`config.mk`:
```
export PLATFORM = sky130hd
export DESIGN_NAME = edge_binarize_packer
export DESIGN_NICKNAME = d
export VERILOG_FILES = /design/src/rtl/edge_pkg.sv /design/src/rtl/edge_bit_packer.sv /design/src/rtl/edge_binarize_packer.sv
export SDC_FILE = /design/constraint.sdc
export NUM_CORES = 1
export LEC_CHECK = 0
export ABC_AREA = 1
export CORE_ASPECT_RATIO = 0.8
export CORE_UTILIZATION = 54
export DETAILED_ROUTE_END_ITERATION = 8
export PLACE_DENSITY = 0.88
export SLEW_MARGIN = 20
export SYNTH_ARGS = -nofsm -noshare
export SYNTH_HDL_FRONTEND = slang
export SYNTH_SLANG_ARGS = --single-unit
```
`constraint.sdc`:
```
create_clock -name clk -period 3.5 [get_ports clk]
set_clock_uncertainty 0.15 [all_clocks]
set_input_delay 0.875 -clock clk [delete_from_list [all_inputs] [get_ports clk]]
set_output_delay 0.875 -clock clk [all_outputs]
set_load 0.01 [all_outputs]
```
`src/rtl/edge_pkg.sv`:
```
// Shared constants and types for the edge binarize/pack stage.
// Default frame geometry, pack width and control FSM states.
package edge_pkg;

  localparam int DEF_IMG_WIDTH  = 16;
  localparam int DEF_IMG_HEIGHT = 8;
  localparam int PACK_W         = 8;

  typedef enum logic {
    ST_IDLE,
    ST_ACTIVE
  } state_t;

endpackage

```
`src/rtl/edge_bit_packer.sv`:
```
// Packs a stream of 1-bit values LSB-first into bytes.
// Ports: clk, rst (sync, active-high), bit_valid/bit_in/idx in,
// byte_valid (1-cycle pulse) and byte_out (held) out.
module edge_bit_packer
  import edge_pkg::*;
(
  input  logic              clk,
  input  logic              rst,
  input  logic              bit_valid,
  input  logic              bit_in,
  input  logic [2:0]        idx,
  output logic              byte_valid,
  output logic [PACK_W-1:0] byte_out
);

  logic [PACK_W-1:0] acc;
  logic [PACK_W-1:0] merged;

  // Bits above idx are always zero: acc clears after each byte.
  always_comb begin
    merged      = acc;
    merged[idx] = bit_in;
  end

  always_ff @(posedge clk) begin
    if (rst) begin
      acc        <= '0;
      byte_valid <= 1'b0;
      byte_out   <= '0;
    end else begin
      byte_valid <= 1'b0;
      if (bit_valid) begin
        if (idx == 3'd7) begin
          byte_out   <= merged;
          byte_valid <= 1'b1;
          acc        <= '0;
        end else begin
          acc <= merged;
        end
      end
    end
  end

endmodule

```
`src/rtl/edge_binarize_packer.sv`:
```
// Thresholds a gradient stream into a packed 1-bit edge map.
// Ports: clk, rst, thresh_in, pixel_in_valid/pixel_in in; byte_out_valid,
// byte_out, row_end, frame_done, edge_count out (all registered).
module edge_binarize_packer
  import edge_pkg::*;
#(
  parameter  int IMG_WIDTH  = DEF_IMG_WIDTH,
  parameter  int IMG_HEIGHT = DEF_IMG_HEIGHT,
  localparam int CNT_W      = $clog2(IMG_WIDTH*IMG_HEIGHT+1)
) (
  input  logic              clk,
  input  logic              rst,
  input  logic [7:0]        thresh_in,
  input  logic              pixel_in_valid,
  input  logic [7:0]        pixel_in,
  output logic              byte_out_valid,
  output logic [PACK_W-1:0] byte_out,
  output logic              row_end,
  output logic              frame_done,
  output logic [CNT_W-1:0]  edge_count
);

  localparam int COL_W = $clog2(IMG_WIDTH);
  localparam int ROW_W =
    (IMG_HEIGHT > 1) ? $clog2(IMG_HEIGHT) : 1;

  localparam logic [COL_W-1:0] COL_LAST =
    COL_W'(IMG_WIDTH-1);
  localparam logic [ROW_W-1:0] ROW_LAST =
    ROW_W'(IMG_HEIGHT-1);

  state_t            state_q;
  state_t            state_d;
  logic [7:0]        thr_q;
  logic [7:0]        thr;
  logic [COL_W-1:0]  col;
  logic [ROW_W-1:0]  row;
  logic [CNT_W-1:0]  run_cnt;
  logic              edge_bit;
  logic              at_col_last;
  logic              at_last;

  // The first pixel of a frame sees the threshold being latched.
  assign thr = (state_q == ST_IDLE) ? thresh_in : thr_q;

  assign edge_bit    = (pixel_in >= thr);
  assign at_col_last = (col == COL_LAST);
  assign at_last     = at_col_last && (row == ROW_LAST);

  always_comb begin
    state_d = state_q;
    unique case (state_q)
      ST_IDLE: begin
        if (pixel_in_valid) state_d = ST_ACTIVE;
      end
      ST_ACTIVE: begin
        if (pixel_in_valid && at_last) state_d = ST_IDLE;
      end
      default: state_d = ST_IDLE;
    endcase
  end

  always_ff @(posedge clk) begin
    if (rst) begin
      state_q <= ST_IDLE;
    end else begin
      state_q <= state_d;
    end
  end

  always_ff @(posedge clk) begin
    if (rst) begin
      thr_q      <= '0;
      col        <= '0;
      row        <= '0;
      run_cnt    <= '0;
      edge_count <= '0;
      row_end    <= 1'b0;
      frame_done <= 1'b0;
    end else begin
      row_end    <= 1'b0;
      frame_done <= 1'b0;
      if (pixel_in_valid) begin
        if (state_q == ST_IDLE) thr_q <= thresh_in;
        row_end    <= at_col_last;
        frame_done <= at_last;
        if (at_col_last) begin
          col <= '0;
          row <= (row == ROW_LAST) ? '0 : row + 1'b1;
        end else begin
          col <= col + 1'b1;
        end
        if (at_last) begin
          edge_count <= run_cnt + CNT_W'(edge_bit);
          run_cnt    <= '0;
        end else if (edge_bit) begin
          run_cnt <= run_cnt + 1'b1;
        end
      end
    end
  end

  edge_bit_packer u_packer (
    .clk        (clk),
    .rst        (rst),
    .bit_valid  (pixel_in_valid),
    .bit_in     (edge_bit),
    .idx        (col[2:0]),
    .byte_valid (byte_out_valid),
    .byte_out   (byte_out)
  );

endmodule

```
Word-level counts from Yosys, hierarchy flattened
Index checks and enable logic that the tools add are counted.
- flip-flop bits (word level): 51
- word-level logic and storage cells: 45
- output and inout bits: 19
- input bits: 19
- $lt $le $gt $ge: 3
- reduce and logical (&&, ||, !) cells: 9
- muxes and demuxes: 13
- bitwise operators: 2
- add/subtract/negate cells: 4
- equal/unequal tests: 3
- operators with widths (cell ; count):
    two-way mux 8 bit ; 4
    adder 8 x 1 -> 8 bit ; 1
    adder 8 x 1 -> 8 bit, second input constant ; 1
    bitwise mux 8 bit ; 1
    >= comparator 8 bit ; 1
    AND reduction 2 bit ; 4
    equality test 3 bit, second input constant ; 2
    adder 4 x 1 -> 4 bit, second input constant ; 1
    equality test 4 bit, second input constant ; 1
    less-than comparator 3 x 4 -> 1 bit, second input constant ; 1
    two-way mux 1 bit ; 4
    two-way mux 4 bit ; 1
    adder 3 x 1 -> 3 bit, second input constant ; 1
    demux 1 bit (select 3 bit) ; 1
    >= comparator 3 x 1 -> 1 bit, second input constant ; 1
    logical AND 1 bit ; 3
    two-way mux 3 bit ; 1
    inverter 1 bit ; 2
    case mux 1 bit (2 select lines) ; 1
    nonzero test 2 bit ; 1
    OR reduction 2 bit ; 1

Longest topological paths before layout
Gate-level depths: netlist of the first run.
- depth after elaboration: 6
- depth in mapped cells: 17
- gate-level depth less buffers: 16

Cells and area by module
Synthesis of the first run repeated with hierarchy kept, for this count alone.
- cell total of the unflattened synthesis: 349
- area total of the unflattened synthesis: 2577.5 µm²
- modules (own cells, without submodules) (module ; sequential area each (µm²) ; area each (µm²) ; cells each ; instances):
    edge_binarize_packer ; 680.7 ; 1801.7 ; 243 ; 1
    edge_bit_packer ; 320.3 ; 775.7 ; 106 ; 1

Least setup slack after synthesis of the first run
OpenSTA, ideal clock, no wires.
- path type: input -> register
- from: input port thresh_in[7]
- to: register edge_count[7]
- path buffers: 0
- setup time: 0.120 ns
- cell stages on the path: 12
- slack: 0.498 ns
- data arrival time: 2.731 ns
- path through: mux2i_1 ha_1 nand2_1 nor2_4 nand4_2 nand3_2 ha_1 nand3_1 or2_2 nor2_1 xor2_1 a21oi_1
- word-level cells in the longest chain between the ends: 3
- RTL lines (item ; RTL line ; RTL):
    start, declared ; edge_binarize_packer.sv:13 ; input logic [7:0] thresh_in,
    two-way mux 8 bit ; -- ;
    >= comparator 8 bit ; edge_binarize_packer.sv:46 ; assign edge_bit = (pixel_in >= thr);
    adder 8 x 1 -> 8 bit ; edge_binarize_packer.sv:94 ; edge_count <= run_cnt + CNT_W'(edge_bit);
    end signal, assigned ; edge_binarize_packer.sv:94 ;
    end, declared ; edge_binarize_packer.sv:20 ; output logic [CNT_W-1:0] edge_count
Every way passes these cells.
A chain may end at the register's enable or synchronous reset.

Worst setup path in the final report of the first run
- from: input port thresh_in[7]
- to: register edge_count[6]
The elaborated chain is that of the path after synthesis.

==> insert_results.sql, run 1 <==
INSERT INTO impl_metrics (metric_group, metric, value, unit) VALUES
('synth', 'postSynth.asyncResetShare', '0', '%'),
('synth', 'synth_enable_flop_cells', '0', ''),
('synth', 'synth.net_count', '370', ''),
('pwr', 'leakagePower', '1.312', 'nW'),
('routing', 'detail_route.wirelength', '5.780', 'mm'),
('final_layout', 'layout.cells.most_common', 'sky130_fd_sc_hd__dfxtp_1', ''),
('cts', 'h-tree-depth', '2', ''),
('cts', 'worstSkewPairLatency', '0.31', 'ns'),
('final_layout', 'post-route-util', '67.75', '%'),
('floorplanning', 'die_area', '5172', 'µm²'),
('synth', 'avgSynthCellArea', '7.854', 'µm²'),
('final_layout', 'final_cells', '436', ''),
('cts', 'cts.repair_timing.setup_buffer_count', '0', ''),
('worst_setup_path', 'worst_path_cell_with_the_longest_stage_delay', 'sky130_fd_sc_hd__clkdlybuf4s50_1', ''),
('timing', 'slew_headroom', '61.86', '%'),
('timing', 'period_share', '91.61', '%'),
('synth', 'synth_ff_type', 'sky130_fd_sc_hd__dfxtp_1', ''),
('synth', 'synth_simple_gate_area_share', '28.35', '%'),
('hold_path', 'holdCritPathClass', 'reg2reg', ''),
('timing', 'report.final.setup_viol', '0', ''),
('timing', 'drv_slew', '0', ''),
('worst_setup_path', 'cpMostUsedCell', 'sky130_fd_sc_hd__ha_1', ''),
('timing', 'worstMarginPinSlew', '0.5713', 'ns'),
('worst_setup_path', 'critical_path.endpoint_type', 'flop', ''),
('global_route', 'track_usage', '24.88', '%'),
('outcome', 'status', 'finished clean', ''),
('global_route', 'grt_max_degree', '29', ''),
('cts', 'tritoncts_clock_tree', 'done', ''),
('timing', 'timing.fmax', '311.9', 'MHz'),
('cts', 'number_of_buffers_between_clock_root_and_the_deepest_sink', '2', ''),
('floorplanning', 'io_pins', '38', ''),
('global_route', 'grt_first_pass_wirelength', '9.936', 'mm'),
('worst_setup_path', 'path_buf_inv', '2', ''),
('pwr', 'power.ir.vdd_worst', '0.0002636', 'V'),
('final_layout', 'nNetsFinal', '409', ''),
('worst_setup_path', 'worstPathRequired', '3.56', 'ns'),
('placed_design', 'numPortBuffers', '37', ''),
('floorplanning', 'rows', '22', ''),
('cts', 'clock_pin_slew_worst_setup_and_hold_paths', '0.09', 'ns'),
('cts', 'cts_num_sinks', '51', ''),
('routing', 'route.detailed.vias_per_inst', '5.530', ''),
('floorplanning', 'effective_utilization_at_floorplan', '56.72', '%'),
('routing', 'postRouteAntennaNets', '0', ''),
('synth', 'ys_types', '33', ''),
('synth', 'yosysSeqAreaShare', '38.69', '%'),
('worst_setup_path', 'worstSetupStartpointType', 'primary input', ''),
('synth', 'synthCells', '336', ''),
('placed_design', 'dpl_cell_area', '3067', 'µm²'),
('pwr', 'power.density', '373.8', 'nW/µm²'),
('worst_setup_path', 'worst_ep_arrival_time', '3.27', 'ns'),
('synth', 'synth-compound-area-share', '14.18', '%'),
('job', 'max_cap_viol_count', '0', ''),
('global_route', 'gr-total-overflow', '0', ''),
('synth', 'mappedNetlistArea', '2639', 'µm²'),
('synth', 'synth_seq_cells', '51', ''),
('floorplanning', 'fp.dieW', '80.16', 'µm'),
('synth', 'synth-xor-area-share', '2.655', '%'),
('floorplanning', 'placeableCoreArea', '4652', 'µm²'),
('final_layout', 'most_frequent_cells_in_the_layout', 'sky130_fd_sc_hd__dfxtp_1, sky130_fd_sc_hd__nor2_1, sky130_fd_sc_hd__nand2_1, sky130_fd_sc_hd__clkdlybuf4s50_1, sky130_fd_sc_hd__a21oi_1', ''),
('worst_setup_path', 'minimum_setup_slack_among_reg_to_reg_paths', '0.57', 'ns'),
('synth', 'yosys.area_share.adder', '7.112', '%'),
('cts', 'cts.root.buffer_cell', 'sky130_fd_sc_hd__clkbuf_8', ''),
('worst_setup_path', 'crit_family', 'simple AND/OR/NAND/NOR gates', ''),
('synth', 'synth_top_family_by_area', 'simple AND/OR/NAND/NOR gates', ''),
('placed_design', 'place.gp.congestion', '0.8175', ''),
('timing', 'fin_crit', '3.206', 'ns'),
('final_layout', 'finish.instance_area', '3152', 'µm²'),
('routing', 'first_iter_violations', '143', ''),
('worst_setup_path', 'critical_path_class', 'in2reg', ''),
('synth', 'synth.mux.area_fraction', '3.082', '%'),
('routing', 'detail_route.drc_violations', '0', '');
## report_power, final
part,internal (W),total [W],switching [W]
logic,0.0000916,0.000208,0.000117
registers,0.000603,0.000629,0.0000260
clock network,0.000140,0.000341,0.000200
total,0.000835,0.00118,0.000343
## flip-flops by register name, summed over array words and instances, names as in the netlist
register and cells:
edge_count 8, run_cnt 8, thr_q 8, u_packer.acc 8, u_packer.byte_out 8, col 4
row 3, frame_done 1, row_end 1, state_q 1, u_packer.byte_valid 1
## per-stage QoR
stage                     setup TNS (ns)  worst slack, ns  hold slack, ns  power [W]
after detailed placement        -0.06412         -0.04210          0.3024  0.0008488
after global routing                   0          0.07945          0.3364   0.001237
final                                  0           0.2936          0.3160   0.001178
after CTS                              0           0.2878          0.3167   0.001181
after global placement                 0           0.1412          0.2972  0.0008397
after floorplan                        0           0.4984          0.2906  0.0007809
## cell type report
type / count / area (µm²)
Clock inverter: 2 / 12.51
Multi-Input combinational cell: 249 / 1461
Tap cell: 60 / 75.07
Timing Repair Buffer: 43 / 415.4
Fill cell: 385 / 1500
Clock buffer: 6 / 72.57
Inverter: 25 / 93.84
Sequential cell: 51 / 1021
## layer usage
layer	GRT usage, %	part of all wire (%)	vias up
met5	0	0	-
met3	4.648	3.2	15
met1	30.92	47	1119
met2	40.38	47	58
met4	14.06	2.7	0
li1	-	-	1219
## Yosys cell counts, types with 7 or more instances
cell type	number	area (µm²)
sky130_fd_sc_hd__nand4_1	13	81.33
sky130_fd_sc_hd__dfxtp_1	51	1021
sky130_fd_sc_hd__ha_1	15	187.7
sky130_fd_sc_hd__nor2_1	43	161.4
sky130_fd_sc_hd__nand2_1	42	157.7
sky130_fd_sc_hd__mux2i_1	7	70.07
sky130_fd_sc_hd__nand3_1	25	125.1
sky130_fd_sc_hd__xor2_1	7	61.31
sky130_fd_sc_hd__or2_2	9	56.30
sky130_fd_sc_hd__o21ai_0	26	130.1
sky130_fd_sc_hd__inv_1	22	82.58
sky130_fd_sc_hd__a21oi_1	32	160.2
## worst min-delay path: stages (launching register included)
cell and delay [ns]:
sky130_fd_sc_hd__dfxtp_1 0.32, sky130_fd_sc_hd__nand2_1 0.06, sky130_fd_sc_hd__a21oi_1 0.06
## worst paths after layout
| kind | from | to | cells past startpoint |
|---|---|---|---|
| hold reg to reg | u_packer.acc[5] | u_packer.acc[5] | 2 |
| setup / recovery | thresh_in[7] | edge_count[6] | 14 |
| setup reg to reg | state_q | edge_count[6] | 16 |
| hold / removal | u_packer.acc[5] | u_packer.acc[5] | 2 |
## kinds of logic (layout without fill, tap and decap cells)
logic type,count (synthesis),count (layout)
mux,8,8
flops,51,51
compound gates,67,67
xor+xnor,8,8
fa+ha+maj,15,15
simple gates,151,151
buf+inv,36,76
No activity file was read; power rests on OpenSTA's default activity.
==> run 2, diff against run 1 <==
--- a/config.mk
+++ b/config.mk
@@ -7,9 +7,9 @@
 export LEC_CHECK = 0
 export ABC_AREA = 1
 export CORE_ASPECT_RATIO = 0.8
-export CORE_UTILIZATION = 54
+export CORE_UTILIZATION = 55
 export DETAILED_ROUTE_END_ITERATION = 8
-export PLACE_DENSITY = 0.88
+export PLACE_DENSITY = 0.9
 export SLEW_MARGIN = 20
 export SYNTH_ARGS = -nofsm -noshare
 export SYNTH_HDL_FRONTEND = slang
==> constraint.sdc (replaced) <==
create_clock -name clk -period 4.1 [get_ports clk]
set_clock_uncertainty 0.15 [all_clocks]
set_input_delay 1.025 -clock clk [delete_from_list [all_inputs] [get_ports clk]]
set_output_delay 1.025 -clock clk [all_outputs]
set_load 0.01 [all_outputs]
==> run 2 against run 1 <==
  * Die area fell by 1.8%
  * Combinational power shrank 19%
  * Global-route usage fell by 0.81 points
  * Register-to-register slack gained 0.40 ns
  * Clock power up 2%
  * Sequential share of layout area fell by 0.051 points
  * Largest cell class unchanged
==> insert_results.sql, run 2 (synthesis results as in run 1) <==
INSERT INTO impl_metrics (metric_group, metric, value, unit) VALUES
('outcome', 'status', 'finished clean', ''),
('pwr', 'sequentialPowerShare', '50.9', '%'),
('cts', 'cts_resized', '0', ''),
('worst_setup_path', 'worst_r2r_startpoint', 'state_q', ''),
('worst_setup_path', 'critical_path_class', 'in2reg', ''),
('final_layout', 'finish.instance_area', '3157', 'µm²'),
('cts', 'clock_pin_slew_worst_setup_and_hold_paths', '0.09', 'ns'),
('routing', 'first_iter_violations', '107', ''),
('timing', 'worstMarginPinSlew', '0.5861', 'ns'),
('routing', 'drt-wirelength-per-cell', '12.55', 'µm'),
('cts', 'post_cts_hold_buffer_count', '0', ''),
('floorplanning', 'effective_utilization_at_floorplan', '57.40', '%'),
('floorplanning', 'io_pins', '38', ''),
('timing', 'report.final.setup_viol', '0', ''),
('timing', 'fin_crit', '3.456', 'ns'),
('timing', 'timing.setup.tns', '0', 'ns'),
('final_layout', 'final_cells', '433', ''),
('pwr', 'netSwitchingFraction', '26.96', '%'),
('pwr', 'power.combinational.fraction', '16.0', '%'),
('worst_setup_path', 'minimum_setup_slack_among_reg_to_reg_paths', '0.97', 'ns'),
('job', 'max_cap_viol_count', '0', ''),
('worst_setup_path', 'worst-r2r-cell-count', '16', ''),
('placed_design', 'dpl.hpwl', '3.956', 'mm'),
('cts', 'tritoncts.num_buffers', '5', ''),
('pwr', 'power.density', '334.1', 'nW/µm²'),
('routing', 'vias', '2358', ''),
('pwr', 'clockPowerShare', '33.0', '%'),
('worst_setup_path', 'worst_setup_path_startpoint', 'thresh_in[0]', ''),
('routing', 'detail_route.wirelength', '5.432', 'mm'),
('placed_design', 'place.gp.congestion', '0.8554', ''),
('worst_setup_path', 'worstPathRequired', '4.16', 'ns'),
('cts', 'tritoncts_clock_tree', 'done', ''),
('final_layout', 'n_antenna_cell', '0', ''),
('final_layout', 'layout-area-overhead-vs-synth', '19.63', '%'),
('final_layout', 'fillCellCount', '365', ''),
('routing', 'route.detailed.vias_per_inst', '5.446', ''),
('placed_design', 'dpl_cell_area', '3044', 'µm²'),
('cts', 'cts.root.buffer_cell', 'sky130_fd_sc_hd__clkbuf_8', ''),
('worst_setup_path', 'critical_path.endpoint_type', 'flop', ''),
('cts', 'cts.repair_timing.setup_buffer_count', '0', ''),
('floorplanning', 'die_area', '5081', 'µm²'),
('final_layout', 'proportion_of_layout_cells_with_a_drive_suffix_above_1', '10.46', '%'),
('final_layout', 'layout.cells.most_common', 'sky130_fd_sc_hd__dfxtp_1', ''),
('worst_setup_path', 'worstSetupStartpointType', 'primary input', ''),
('worst_setup_path', 'cp_max_fo', '10', ''),
('worst_setup_path', 'critPathCapture', 'edge_count[6]', ''),
('timing', 'period_share', '84.29', '%'),
('worst_setup_path', 'worst_ep_arrival_time', '3.51', 'ns'),
('global_route', 'number_of_global_route_vias_before_repair', '2286', ''),
('cts', 'cts_num_sinks', '51', ''),
('routing', 'drtPass1Iterations', '4', ''),
('global_route', 'track_usage', '24.07', '%'),
('floorplanning', 'placeableCoreArea', '4597', 'µm²'),
('cts', 'h-tree-depth', '2', ''),
('pwr', 'design_power_total', '0.001055', 'W'),
('placed_design', 'dpl.cell_count', '425', ''),
('floorplanning', 'die_height', '63.96', 'µm'),
('global_route', 'grt_first_pass_wirelength', '9.735', 'mm'),
('pwr', 'internal_power', '0.0007703', 'W'),
('floorplanning', 'fp.dieW', '79.44', 'µm'),
('timing', 'slew_headroom', '60.87', '%'),
('routing', 'detail_route.drc_violations', '0', ''),
('hold_path', 'holdCritPathClass', 'reg2reg', ''),
('worst_setup_path', 'rr_endpoint', 'edge_count[6]', ''),
('pwr', 'leakagePower', '1.315', 'nW'),
('placed_design', 'numPortBuffers', '37', ''),
('global_route', 'gr-total-overflow', '0', ''),
('pwr', 'power.ir.vdd_worst', '0.0001693', 'V'),
('cts', 'number_of_buffers_between_clock_root_and_the_deepest_sink', '2', ''),
('cts', 'worstSkewPairLatency', '0.30', 'ns'),
('floorplanning', 'rows', '22', ''),
('timing', 'unrepaired_setup_endpoints_after_global_routing', 'no', ''),
('pwr', 'p_sw', '0.0002843', 'W'),
('timing', 'timing.fmax', '289.3', 'MHz'),
('timing', 'drv_slew', '0', ''),
('final_layout', 'most_frequent_cells_in_the_layout', 'sky130_fd_sc_hd__dfxtp_1, sky130_fd_sc_hd__nor2_1, sky130_fd_sc_hd__nand2_1, sky130_fd_sc_hd__clkdlybuf4s50_1, sky130_fd_sc_hd__a21oi_1', ''),
('global_route', 'grt_max_degree', '29', ''),
('routing', 'postRouteAntennaNets', '0', ''),
('final_layout', 'nNetsFinal', '406', ''),
('global_route', 'antenna_found_initial', '0', ''),
('timing', 'timing.final.hold_violations', '0', '');
==> run 2: cell count changes in the layout (fill, tap and decap cells not counted), sizes merged <==
cell / change
bufinv: +1
clkinvlp: -1
clkinv: +1
buf: -3
clkbuf: -1
==> run 2: final cells by class <==
class | instances | area (µm²) | area share (%)
Clock buffer | 5 | 68.82 | 2.180
Clock inverter | 3 | 43.79 | 1.387
Inverter | 25 | 93.84 | 2.973
Multi-Input combinational cell | 249 | 1461 | 46.29
Sequential cell | 51 | 1021 | 32.34
Tap cell | 60 | 75.07 | 2.378
Timing Repair Buffer | 40 | 392.9 | 12.45
==> run 2: how the worst min path moves through the flow <==
| stage | startpoint | to | depth (start not counted) |
|---|---|---|---|
| after global routing | u_packer.acc[5] | u_packer.acc[5] | 2 |
| after floorplan | u_packer.acc[0] | u_packer.acc[0] | 2 |
| after CTS | u_packer.acc[2] | u_packer.acc[2] | 2 |
| after global placement | u_packer.acc[1] | u_packer.acc[1] | 2 |
| final | u_packer.acc[5] | u_packer.acc[5] | 2 |
| after detailed placement | u_packer.acc[5] | u_packer.acc[5] | 2 |
==> run 2: power groups by stage <==
stage / Clock, W / Sequential (W) / Combinational, W
final: 0.000348 / 0.000537 / 0.000169
after global routing: 0.000380 / 0.000540 / 0.000193
after CTS: 0.000354 / 0.000536 / 0.000170
after detailed placement: 0 / 0.000548 / 0.000169
after global placement: 0 / 0.000547 / 0.000163
after floorplan: 0 / 0.000539 / 0.000128
==> run 2: metrics by stage <==
stage	hold WS, ns	setup slack [ns]	util, %
floorplan	0.2906	0.9484	-
global placement	0.2973	0.4154	66.22
CTS	0.3182	0.6346	68.67
finish	0.3176	0.6439	68.67
global route	0.3364	0.3317	68.67
detailed placement	0.3053	0.3215	66.22
==> run 2: routing by layer <==
metal	up-vias	GRT usage (%)	wire, µm
li1	1218	-	-
met1	1072	31.47	2545
met2	63	39.85	2607
met3	5	4.286	236
met4	0	7.955	42
met5	-	0	0
==> run 2: critical path, cell delays in order <==
cell and delay [ns]:
sky130_fd_sc_hd__clkdlybuf4s50_1 0.43, sky130_fd_sc_hd__mux2_2 0.28, sky130_fd_sc_hd__ha_1 0.18, sky130_fd_sc_hd__inv_1 0.06, sky130_fd_sc_hd__nand2_1 0.05, sky130_fd_sc_hd__nand2_1 0.05
sky130_fd_sc_hd__nand2_1 0.04, sky130_fd_sc_hd__nand2_1 0.07, sky130_fd_sc_hd__nand2_2 0.13, sky130_fd_sc_hd__nand3_2 0.18, sky130_fd_sc_hd__ha_1 0.19, sky130_fd_sc_hd__ha_1 0.19
sky130_fd_sc_hd__nand3_1 0.12, sky130_fd_sc_hd__nor3b_1 0.26, sky130_fd_sc_hd__xor2_1 0.10, sky130_fd_sc_hd__o21ai_1 0.12, sky130_fd_sc_hd__inv_1 0.05
